--- src/rtl/priority_decoder3_8_seq_if.sv ---
// Bus bundle between the upstream priority encoder / consumer and the
// receive-side decoder. The master modport is the environment driving
// encoded requests and ready; the slave modport is the decoder itself.
interface priority_decoder3_8_seq_if #(
  parameter int OVR_W = 8
);
  logic [2:0]       in_data;
  logic             in_gs;
  logic             in_enable;
  logic             in_ready;
  logic [7:0]       out_grant;
  logic [2:0]       out_data;
  logic             out_valid;
  logic [7:0]       out_pending;
  logic             out_empty;
  logic             out_overrun;
  logic [OVR_W-1:0] out_ovr_count;

  modport master (
    output in_data, in_gs, in_enable, in_ready,
    input  out_grant, out_data, out_valid, out_pending,
           out_empty, out_overrun, out_ovr_count
  );

  modport slave (
    input  in_data, in_gs, in_enable, in_ready,
    output out_grant, out_data, out_valid, out_pending,
           out_empty, out_overrun, out_ovr_count
  );
endinterface

--- src/rtl/priority_decoder3_8_seq.sv ---
// Receive side of the 8-to-3 priority path: decodes encoded requests into a
// pending register and dispatches them one at a time, highest index first,
// over a valid/ready handshake with a programmable idle gap between grants.
module priority_decoder3_8_seq #(
  parameter int HOLD_CYCLES = 2,
  parameter int OVR_W       = 8
) (
  input  logic                        clk,
  input  logic                        rst_n,
  priority_decoder3_8_seq_if.slave    bus
);
  typedef enum logic [1:0] {
    IDLE  = 2'd0,
    GRANT = 2'd1,
    HOLD  = 2'd2
  } state_t;

  localparam logic [3:0]       HOLD_LD = 4'(HOLD_CYCLES);
  localparam logic [OVR_W-1:0] OVR_MAX = {OVR_W{1'b1}};
  localparam logic [OVR_W-1:0] OVR_ONE = {{(OVR_W-1){1'b0}}, 1'b1};

  state_t           state_r;
  logic [7:0]       grant_r;
  logic [2:0]       data_r;
  logic             valid_r;
  logic [3:0]       hold_r;
  logic [7:0]       pending_r;
  logic             empty_r;
  logic             overrun_r;
  logic [OVR_W-1:0] ovr_count_r;

  logic             hit_s;
  logic [7:0]       req_mask_s;
  logic             overrun_s;
  logic [2:0]       sel_s;
  logic             issue_s;
  logic             accept_s;
  logic [7:0]       pending_next_s;
  logic             valid_next_s;

  // Highest-index pending line; later (higher) indices overwrite lower ones.
  always_comb begin
    sel_s = 3'd0;
    for (int i = 0; i < 8; i++) begin
      if (pending_r[i]) begin
        sel_s = 3'(i);
      end else begin
        sel_s = sel_s;
      end
    end
  end

  // Capture, overrun detection, dispatch decisions and next-state pending.
  // A line being presented and not accepted this edge counts as busy; once
  // the handshake completes, the same line may be requested again.
  always_comb begin
    hit_s       = bus.in_gs && bus.in_enable;
    req_mask_s  = 8'b0000_0001 << bus.in_data;
    issue_s     = (state_r == IDLE) && bus.in_enable && (pending_r != 8'h00);
    accept_s    = (state_r == GRANT) && bus.in_ready;
    overrun_s   = hit_s &&
                  (((pending_r & req_mask_s) != 8'h00) ||
                   ((state_r == GRANT) && !bus.in_ready &&
                    ((grant_r & req_mask_s) != 8'h00)));
    pending_next_s = pending_r;
    if (issue_s) begin
      pending_next_s = pending_next_s & ~(8'b0000_0001 << sel_s);
    end else begin
      pending_next_s = pending_next_s;
    end
    if (hit_s && !overrun_s) begin
      pending_next_s = pending_next_s | req_mask_s;
    end else begin
      pending_next_s = pending_next_s;
    end
    if (issue_s) begin
      valid_next_s = 1'b1;
    end else if (accept_s) begin
      valid_next_s = 1'b0;
    end else begin
      valid_next_s = valid_r;
    end
  end

  // Dispatch FSM with registered grant outputs; a grant is never preempted.
  always_ff @(posedge clk or negedge rst_n) begin
    if (!rst_n) begin
      state_r <= IDLE;
      grant_r <= 8'h00;
      data_r  <= 3'd0;
      valid_r <= 1'b0;
      hold_r  <= 4'd0;
    end else begin
      case (state_r)
        IDLE: begin
          if (issue_s) begin
            state_r <= GRANT;
            grant_r <= 8'b0000_0001 << sel_s;
            data_r  <= sel_s;
            valid_r <= 1'b1;
          end else begin
            state_r <= IDLE;
          end
        end
        GRANT: begin
          if (bus.in_ready) begin
            grant_r <= 8'h00;
            data_r  <= 3'd0;
            valid_r <= 1'b0;
            if (HOLD_LD == 4'd0) begin
              state_r <= IDLE;
              hold_r  <= 4'd0;
            end else begin
              state_r <= HOLD;
              hold_r  <= HOLD_LD;
            end
          end else begin
            state_r <= GRANT;
          end
        end
        HOLD: begin
          if (hold_r <= 4'd1) begin
            state_r <= IDLE;
            hold_r  <= 4'd0;
          end else begin
            hold_r  <= hold_r - 4'd1;
          end
        end
        default: begin
          state_r <= IDLE;
          grant_r <= 8'h00;
          data_r  <= 3'd0;
          valid_r <= 1'b0;
          hold_r  <= 4'd0;
        end
      endcase
    end
  end

  // Pending register, empty flag, overrun pulse and saturating overrun count.
  always_ff @(posedge clk or negedge rst_n) begin
    if (!rst_n) begin
      pending_r   <= 8'h00;
      empty_r     <= 1'b1;
      overrun_r   <= 1'b0;
      ovr_count_r <= {OVR_W{1'b0}};
    end else begin
      pending_r <= pending_next_s;
      empty_r   <= (pending_next_s == 8'h00) && !valid_next_s;
      overrun_r <= overrun_s;
      if (overrun_s && (ovr_count_r != OVR_MAX)) begin
        ovr_count_r <= ovr_count_r + OVR_ONE;
      end else begin
        ovr_count_r <= ovr_count_r;
      end
    end
  end

  assign bus.out_grant     = grant_r;
  assign bus.out_data      = data_r;
  assign bus.out_valid     = valid_r;
  assign bus.out_pending   = pending_r;
  assign bus.out_empty     = empty_r;
  assign bus.out_overrun   = overrun_r;
  assign bus.out_ovr_count = ovr_count_r;
endmodule

--- src/flat_wrapper.sv ---
// flat-port wrapper written by rule: the top's interface ports become plain ports
module priority_decoder3_8_seq_flat 
#(
  parameter int HOLD_CYCLES = 2,
  parameter int OVR_W       = 8
)
  (clk, rst_n, bus_in_data, bus_in_gs, bus_in_enable, bus_in_ready, bus_out_grant, bus_out_data, bus_out_valid, bus_out_pending, bus_out_empty, bus_out_overrun, bus_out_ovr_count);
  priority_decoder3_8_seq_if #(.OVR_W(OVR_W)) bus_i ();
  input  logic clk;
  input  logic rst_n;
  input wire logic [$bits(bus_i.in_data)-1:0] bus_in_data;
  input wire logic [$bits(bus_i.in_gs)-1:0] bus_in_gs;
  input wire logic [$bits(bus_i.in_enable)-1:0] bus_in_enable;
  input wire logic [$bits(bus_i.in_ready)-1:0] bus_in_ready;
  output wire logic [$bits(bus_i.out_grant)-1:0] bus_out_grant;
  output wire logic [$bits(bus_i.out_data)-1:0] bus_out_data;
  output wire logic [$bits(bus_i.out_valid)-1:0] bus_out_valid;
  output wire logic [$bits(bus_i.out_pending)-1:0] bus_out_pending;
  output wire logic [$bits(bus_i.out_empty)-1:0] bus_out_empty;
  output wire logic [$bits(bus_i.out_overrun)-1:0] bus_out_overrun;
  output wire logic [$bits(bus_i.out_ovr_count)-1:0] bus_out_ovr_count;
  assign bus_i.in_data = bus_in_data;
  assign bus_i.in_gs = bus_in_gs;
  assign bus_i.in_enable = bus_in_enable;
  assign bus_i.in_ready = bus_in_ready;
  assign bus_out_grant = bus_i.out_grant;
  assign bus_out_data = bus_i.out_data;
  assign bus_out_valid = bus_i.out_valid;
  assign bus_out_pending = bus_i.out_pending;
  assign bus_out_empty = bus_i.out_empty;
  assign bus_out_overrun = bus_i.out_overrun;
  assign bus_out_ovr_count = bus_i.out_ovr_count;
  priority_decoder3_8_seq #(.HOLD_CYCLES(HOLD_CYCLES), .OVR_W(OVR_W)) u_core (.clk(clk), .rst_n(rst_n), .bus(bus_i));
endmodule
--- config.mk ---
export PLATFORM = sky130hd
export DESIGN_NAME = priority_decoder3_8_seq_flat
export DESIGN_NICKNAME = d
export VERILOG_FILES = /design/src/rtl/priority_decoder3_8_seq_if.sv /design/src/rtl/priority_decoder3_8_seq.sv /design/src/flat_wrapper.sv
export SDC_FILE = /design/constraint.sdc
export NUM_CORES = 1
export LEC_CHECK = 0
export ABC_AREA = 1
export BUFFER_PORTS_ARGS = -buffer_cell sky130_fd_sc_hd__buf_2
export CAP_MARGIN = 20
export CORE_ASPECT_RATIO = 1.4
export CORE_UTILIZATION = 30
export CTS_CLUSTER_DIAMETER = 60
export DETAILED_ROUTE_END_ITERATION = 10
export SYNTH_ARGS = -nofsm -noshare
export SYNTH_HDL_FRONTEND = slang
export SYNTH_SLANG_ARGS = --single-unit
--- constraint.sdc ---
create_clock -name clk -period 2.6 [get_ports clk]
set_clock_uncertainty 0.2 [all_clocks]
set_input_delay 0.13 -clock clk [delete_from_list [all_inputs] [get_ports clk]]
set_output_delay 0.13 -clock clk [all_outputs]
set_load 0.1 [all_outputs]
### Word level (Yosys, flattened, before mapping)

Index checks and enable logic that the tools add are counted.

* register bits: 36
* word-level logic and storage cells: 75

* add/sub/neg operators: 2
* order comparisons: 1
* eq/ne operators: 6
* shifts and indexed selects: 2
* muxes and demuxes: 27
* bitwise gates (word level): 7
* reductions and logical operators: 21

Operators with widths (number)
* 2-to-1 mux 8 bit: 4
* bitwise AND 8 bit: 3
* 2-to-1 mux 3 bit: 8
* one-hot mux 8 bit (3 select lines): 1
* nonzero test 8 bit: 3
* left shift 1 x 3 -> 8 bit (first input constant): 2
* one-hot mux 4 bit (3 select lines): 1
* logical AND 1 bit: 10
* one-hot mux 3 bit (3 select lines): 1
* adder 8 x 1 -> 8 bit (second input constant): 1
* logical NOT 8 bit: 1
* 2-to-1 mux 4 bit: 2
* != test 8 bit (second input constant): 1
* NOT 8 bit: 1
* bitwise OR 8 bit: 1
* 2-to-1 mux 1 bit: 6
* one-hot mux 2 bit (3 select lines): 1
* less-or-equal comparator 4 x 1 -> 1 bit (second input constant): 1
* 2-to-1 mux 2 bit: 2
* != test 2 x 1 -> 1 bit (second input constant): 2
* subtractor 4 x 1 -> 4 bit (second input constant): 1
* logical NOT 1 bit: 3
* one-hot mux 1 bit (3 select lines): 1
* AND reduction 3 bit: 1
* 7 further kinds: 8

### Depth between registers and ports, before layout

* word-level depth: 15
* depth in mapped cells: 14
* depth with buffers taken out: 14

### Worst setup path before layout

Ideal clock, no wire load.

* kind: register to register
* start: reg u_core.ovr_count_r[0] (netlist: u_core.bus.out_ovr_count[0])
* end: reg u_core.ovr_count_r[4] (netlist: u_core.bus.out_ovr_count[4])
* arrival time: 2133 ps
* slack: 103 ps
* cell stages (with the launch flop): 8
* period minus slack after synthesis: 2497 ps
* cell sequence: dfrtp_1 > ha_1 > nand3_1 > nor2_1 > nand4_1 > nand2_4 > nor2_2 > xor2_1

* cells in the longest elaborated chain, start to end: 2
* elaborated cells between the ends (all ways): 3

RTL lines
* start, declared: RTL line priority_decoder3_8_seq.sv:30 `logic [OVR_W-1:0] ovr_count_r;`
* start signal, assigned: RTL line priority_decoder3_8_seq.sv:146 `ovr_count_r <= {OVR_W{1'b0}};`
* start signal, assigned: RTL line priority_decoder3_8_seq.sv:152 `ovr_count_r <= ovr_count_r + OVR_ONE;`
* start signal, assigned: RTL line priority_decoder3_8_seq.sv:154 `ovr_count_r <= ovr_count_r;`
* parallel branches: the longest is 2 deep, another holds adder 8 x 1 -> 8 bit

Several ways; the timed one is not identified.
A chain may end at the register's enable or synchronous reset.

### Final worst setup path

* start: reg u_core.state_r[1]
* end: reg u_core.ovr_count_r[5] (netlist: u_core.bus.out_ovr_count[5])

* cells in the longest elaborated chain, start to end: 6

RTL lines
* start, declared: RTL line priority_decoder3_8_seq.sv:22 `state_t state_r;`
* start signal, assigned: RTL line priority_decoder3_8_seq.sv:88 `state_r <= IDLE;`
* start signal, assigned: RTL line priority_decoder3_8_seq.sv:97 `state_r <= GRANT;`
* start signal, assigned: RTL line priority_decoder3_8_seq.sv:102 `state_r <= IDLE;`
* == test 2 x 1 -> 1 bit: RTL line priority_decoder3_8_seq.sv:63 `((state_r == GRANT) && !bus.in_ready &&`
* logical AND 1 bit (2 in series): RTL line priority_decoder3_8_seq.sv:63
* logical OR 1 bit: RTL line priority_decoder3_8_seq.sv:62 `(((pending_r & req_mask_s) != 8'h00) ||`
* logical AND 1 bit: RTL line priority_decoder3_8_seq.sv:61 `overrun_s = hit_s &&`
* via u_core.overrun_s: RTL line priority_decoder3_8_seq.sv:34 `logic overrun_s;`
* logical AND 1 bit: RTL line priority_decoder3_8_seq.sv:151 `if (overrun_s && (ovr_count_r != OVR_MAX)) begin`

The timed path passes the listed nets, and every way through them passes these cells.

==> results.sh <==
export IMPL_cts_buffer_depth=2
export IMPL_met3_usage_pct=3.01
export IMPL_cts_num_sinks=36
export IMPL_synth_nets=274
export IMPL_grt_busiest_layer="met2"
export IMPL_grt_ovfl_total=0
export IMPL_fmax_mhz=470
export IMPL_crit_type="flip-flop to flip-flop"
export IMPL_ys_warn_count=0
export IMPL_ys_types=30
export IMPL_finalHoldViolations=0
export IMPL_wl_per_cell_um=12.6
export IMPL_crit_buf_inv=2
export IMPL_syn_area_um2=2060
export IMPL_wirelength_um=4940
export IMPL_clock_latency_ps=280
export IMPL_drt_iter0_drc=76
export IMPL_cp_max_fo=8
export IMPL_start_util_pct=31.2
export IMPL_cp_start_kind="flip-flop"
export IMPL_core_um2=6610
export IMPL_slowest_delay_ps=390
export IMPL_postCtsResizedCells=0
export IMPL_ys_ff_latch=36
export IMPL_clk_pin_slew_ps=70
export IMPL_final_common_cell="nand2_1"
export IMPL_antenna_cells=0
export IMPL_fin_ws_ps=474
export IMPL_met1_usage_pct=16.9
export IMPL_met2_usage_pct=27.2
export IMPL_hp_class="input pin to flip-flop"
export IMPL_routabilityCongestion=0.837
export IMPL_syn_inst=260
export IMPL_fp_row_count=35
export IMPL_postCtsSetupBuffers=0
export IMPL_ios=38
export IMPL_period_minus_slack_ps=2130
export IMPL_pre_cts_slack_ps=461
export IMPL_grt_usage_pct=14.8
export IMPL_period_share_pct=81.8
export IMPL_grt_pass1_vias=1865
export IMPL_final_antenna_net_count=0
export IMPL_dpl_hpwl_um=3920
export IMPL_fp_dieW_um=72.1
export IMPL_viasPerCell=4.81
export IMPL_cts_htree_levels=2
export IMPL_fin_nets=315
export IMPL_crit_path_frequent_cell="nand2_1"
export IMPL_rsz0062_at_grt="no"
export IMPL_drive_above_1_share_pct=21.3
export IMPL_die_h_um=100
export IMPL_fin_tns_setup_ps=0
export IMPL_crit_arrival_ps=2100
export IMPL_vias=1892
export IMPL_cap_violations=0
export IMPL_ys_seq_area_share_pct=43.7
export IMPL_path_delay_family="simple AND/OR/NAND/NOR gates"
export IMPL_crit_required_ps=2580
export IMPL_drc=0
export IMPL_grt_pass1_wl_um=8360
export IMPL_avgSynthCellArea_um2=7.94
export IMPL_antenna_found_initial=0
export IMPL_hold_buffers=1
export IMPL_status="complete, no violations"
export IMPL_endpoint_kind="flip-flop"
export IMPL_slew_violations=0
export IMPL_setup_viol=0
export IMPL_slowest_stage="dfrtp_1"
export IMPL_root_buffer="clkbuf_8"
export IMPL_grt_max_degree=37
export IMPL_cts_tree="built"
export IMPL_first_pass_iters=4
export IMPL_portBuffers=37
export IMPL_relSlewSlack_pct=45.7
export IMPL_worst_pin_slew_ps=815
export IMPL_syn_to_final_growth_pct=18.0
export IMPL_path_cells="inv_1, ha_1, inv_1, nor2_1, nand2_4, a21oi_4, nand2_4, nor2_8, nand2_1, nand2_1, nand2_1"
export IMPL_cts_buffers=5
export IMPL_die_area_um2=7220
export IMPL_final_cell_mix="nand2_1 (62), buf_2 (37), dfrtp_1 (35)"
==> sequential cells by signal, summed over array words and instances, names as in the netlist <==
| name | flops |
|---|---|
| u_core.hold_r | 4 |
| u_core.bus.out_pending | 8 |
| u_core.bus.out_valid | 1 |
| u_core.bus.out_data | 3 |
| u_core.bus.out_ovr_count | 8 |
| u_core.state_r | 2 |
| u_core.bus.out_empty | 1 |
| u_core.bus.out_overrun | 1 |
| u_core.bus.out_grant | 8 |
==> through the flow <==
step	hold WS, ps	area (um^2)	std cells	utilization, %
final	5.85	2430	393	36.8
after global routing	47.9	2430	393	36.8
after CTS	5.58	2430	393	36.8
after detailed placement	82.4	2330	385	35.2
after global placement	78.0	2330	385	35.2
after floorplan	-366	2060	260	-
==> path summary, 6_finish.rpt <==
check                                                    from                                 endpoint  slack [ps]  cells past startpoint
max                             u_core.state_r[1]$_DFFE_PN0P_  u_core.bus.out_ovr_count[5]$_DFFE_PN0P_         470                     11
min in group asynchronous                               rst_n       u_core.bus.out_data[0]$_DFFE_PN0P_         280                      2
min                                              bus_in_ready            u_core.state_r[1]$_DFFE_PN0P_           6                      5
max reg2reg                     u_core.state_r[1]$_DFFE_PN0P_  u_core.bus.out_ovr_count[5]$_DFFE_PN0P_         470                     11
min reg2reg                u_core.bus.out_data[2]$_DFFE_PN0P_       u_core.bus.out_data[2]$_DFFE_PN0P_         290                      2
max in group asynchronous                               rst_n      u_core.bus.out_pending[3]$_DFF_PN0_        1410                      2
==> logic make-up (layout without fill, tap and decap cells) <==
kind of cell | after synthesis | in the layout | share of synthesized area [%]
AND/OR/NAND/NOR | 143 | 143 | 33.0
buffers and inverters | 39 | 80 | 8.07
flip-flops | 36 | 36 | 43.7
AO/OA/AOI/OAI | 29 | 29 | 8.25
XOR/XNOR | 7 | 7 | 3.34
adder cells (fa/ha/maj) | 6 | 6 | 3.64
==> tightest hold or removal path, stage by stage <==
cell and delay, ps:
buf_2 100, nand2_1 50, inv_1 60, nand2_1 50
o21ai_0 60
==> cell type report <==
| class | instances | area (um^2) |
|---|---|---|
| fill | 706 | 4180 |
| multi-input combinational | 185 | 995 |
| sequential | 36 | 902 |
| timing repair buffer | 38 | 195 |
| inverter | 35 | 131 |
| tap | 92 | 115 |
| clock buffer | 7 | 96.3 |
==> synth_stat cells <==
master    instances  area, um^2
a21oi_1           2        10.0
nand3_2           2        20.0
o31ai_1           3        22.5
inv_2             4        15.0
o21ai_0          19        95.1
nand2_4           2        22.5
nor2_4            1        11.3
xor2_2            1        16.3
buf_6             2        22.5
dfrtp_1          35         876
nor2_2            4        25.0
nor2_8            1        20.0
dfstp_2           1        26.3
buf_4             1        7.51
xnor2_1           3        26.3
nand4_1          16         100
buf_2             1        5.00
nand2_2           3        18.8
xor2_1            3        26.3
nand3_1          22         110
nor3_1            6        30.0
o221ai_1          1        8.76
a21oi_4           1        16.3
o21ai_1           1        5.00
o22ai_1           1        6.26
inv_1            31         116
nand2_1          62         233
ha_1              6        75.1
a31oi_1           1        6.26
nor2_1           24        90.1
==> layer usage <==
| layer | up-vias | share of wire, % | wire length, um |
|---|---|---|---|
| li1 | 931 | - | - |
| met1 | 900 | 41 | 2040 |
| met2 | 54 | 53 | 2620 |
| met3 | 7 | 4.3 | 213 |
| met4 | 0 | 1.3 | 62 |
| met5 | - | 0 | 0 |
Power is left out: the tool's default activity adds up to more than one toggle a clock period on the data nets, which glitch-free logic cannot reach.
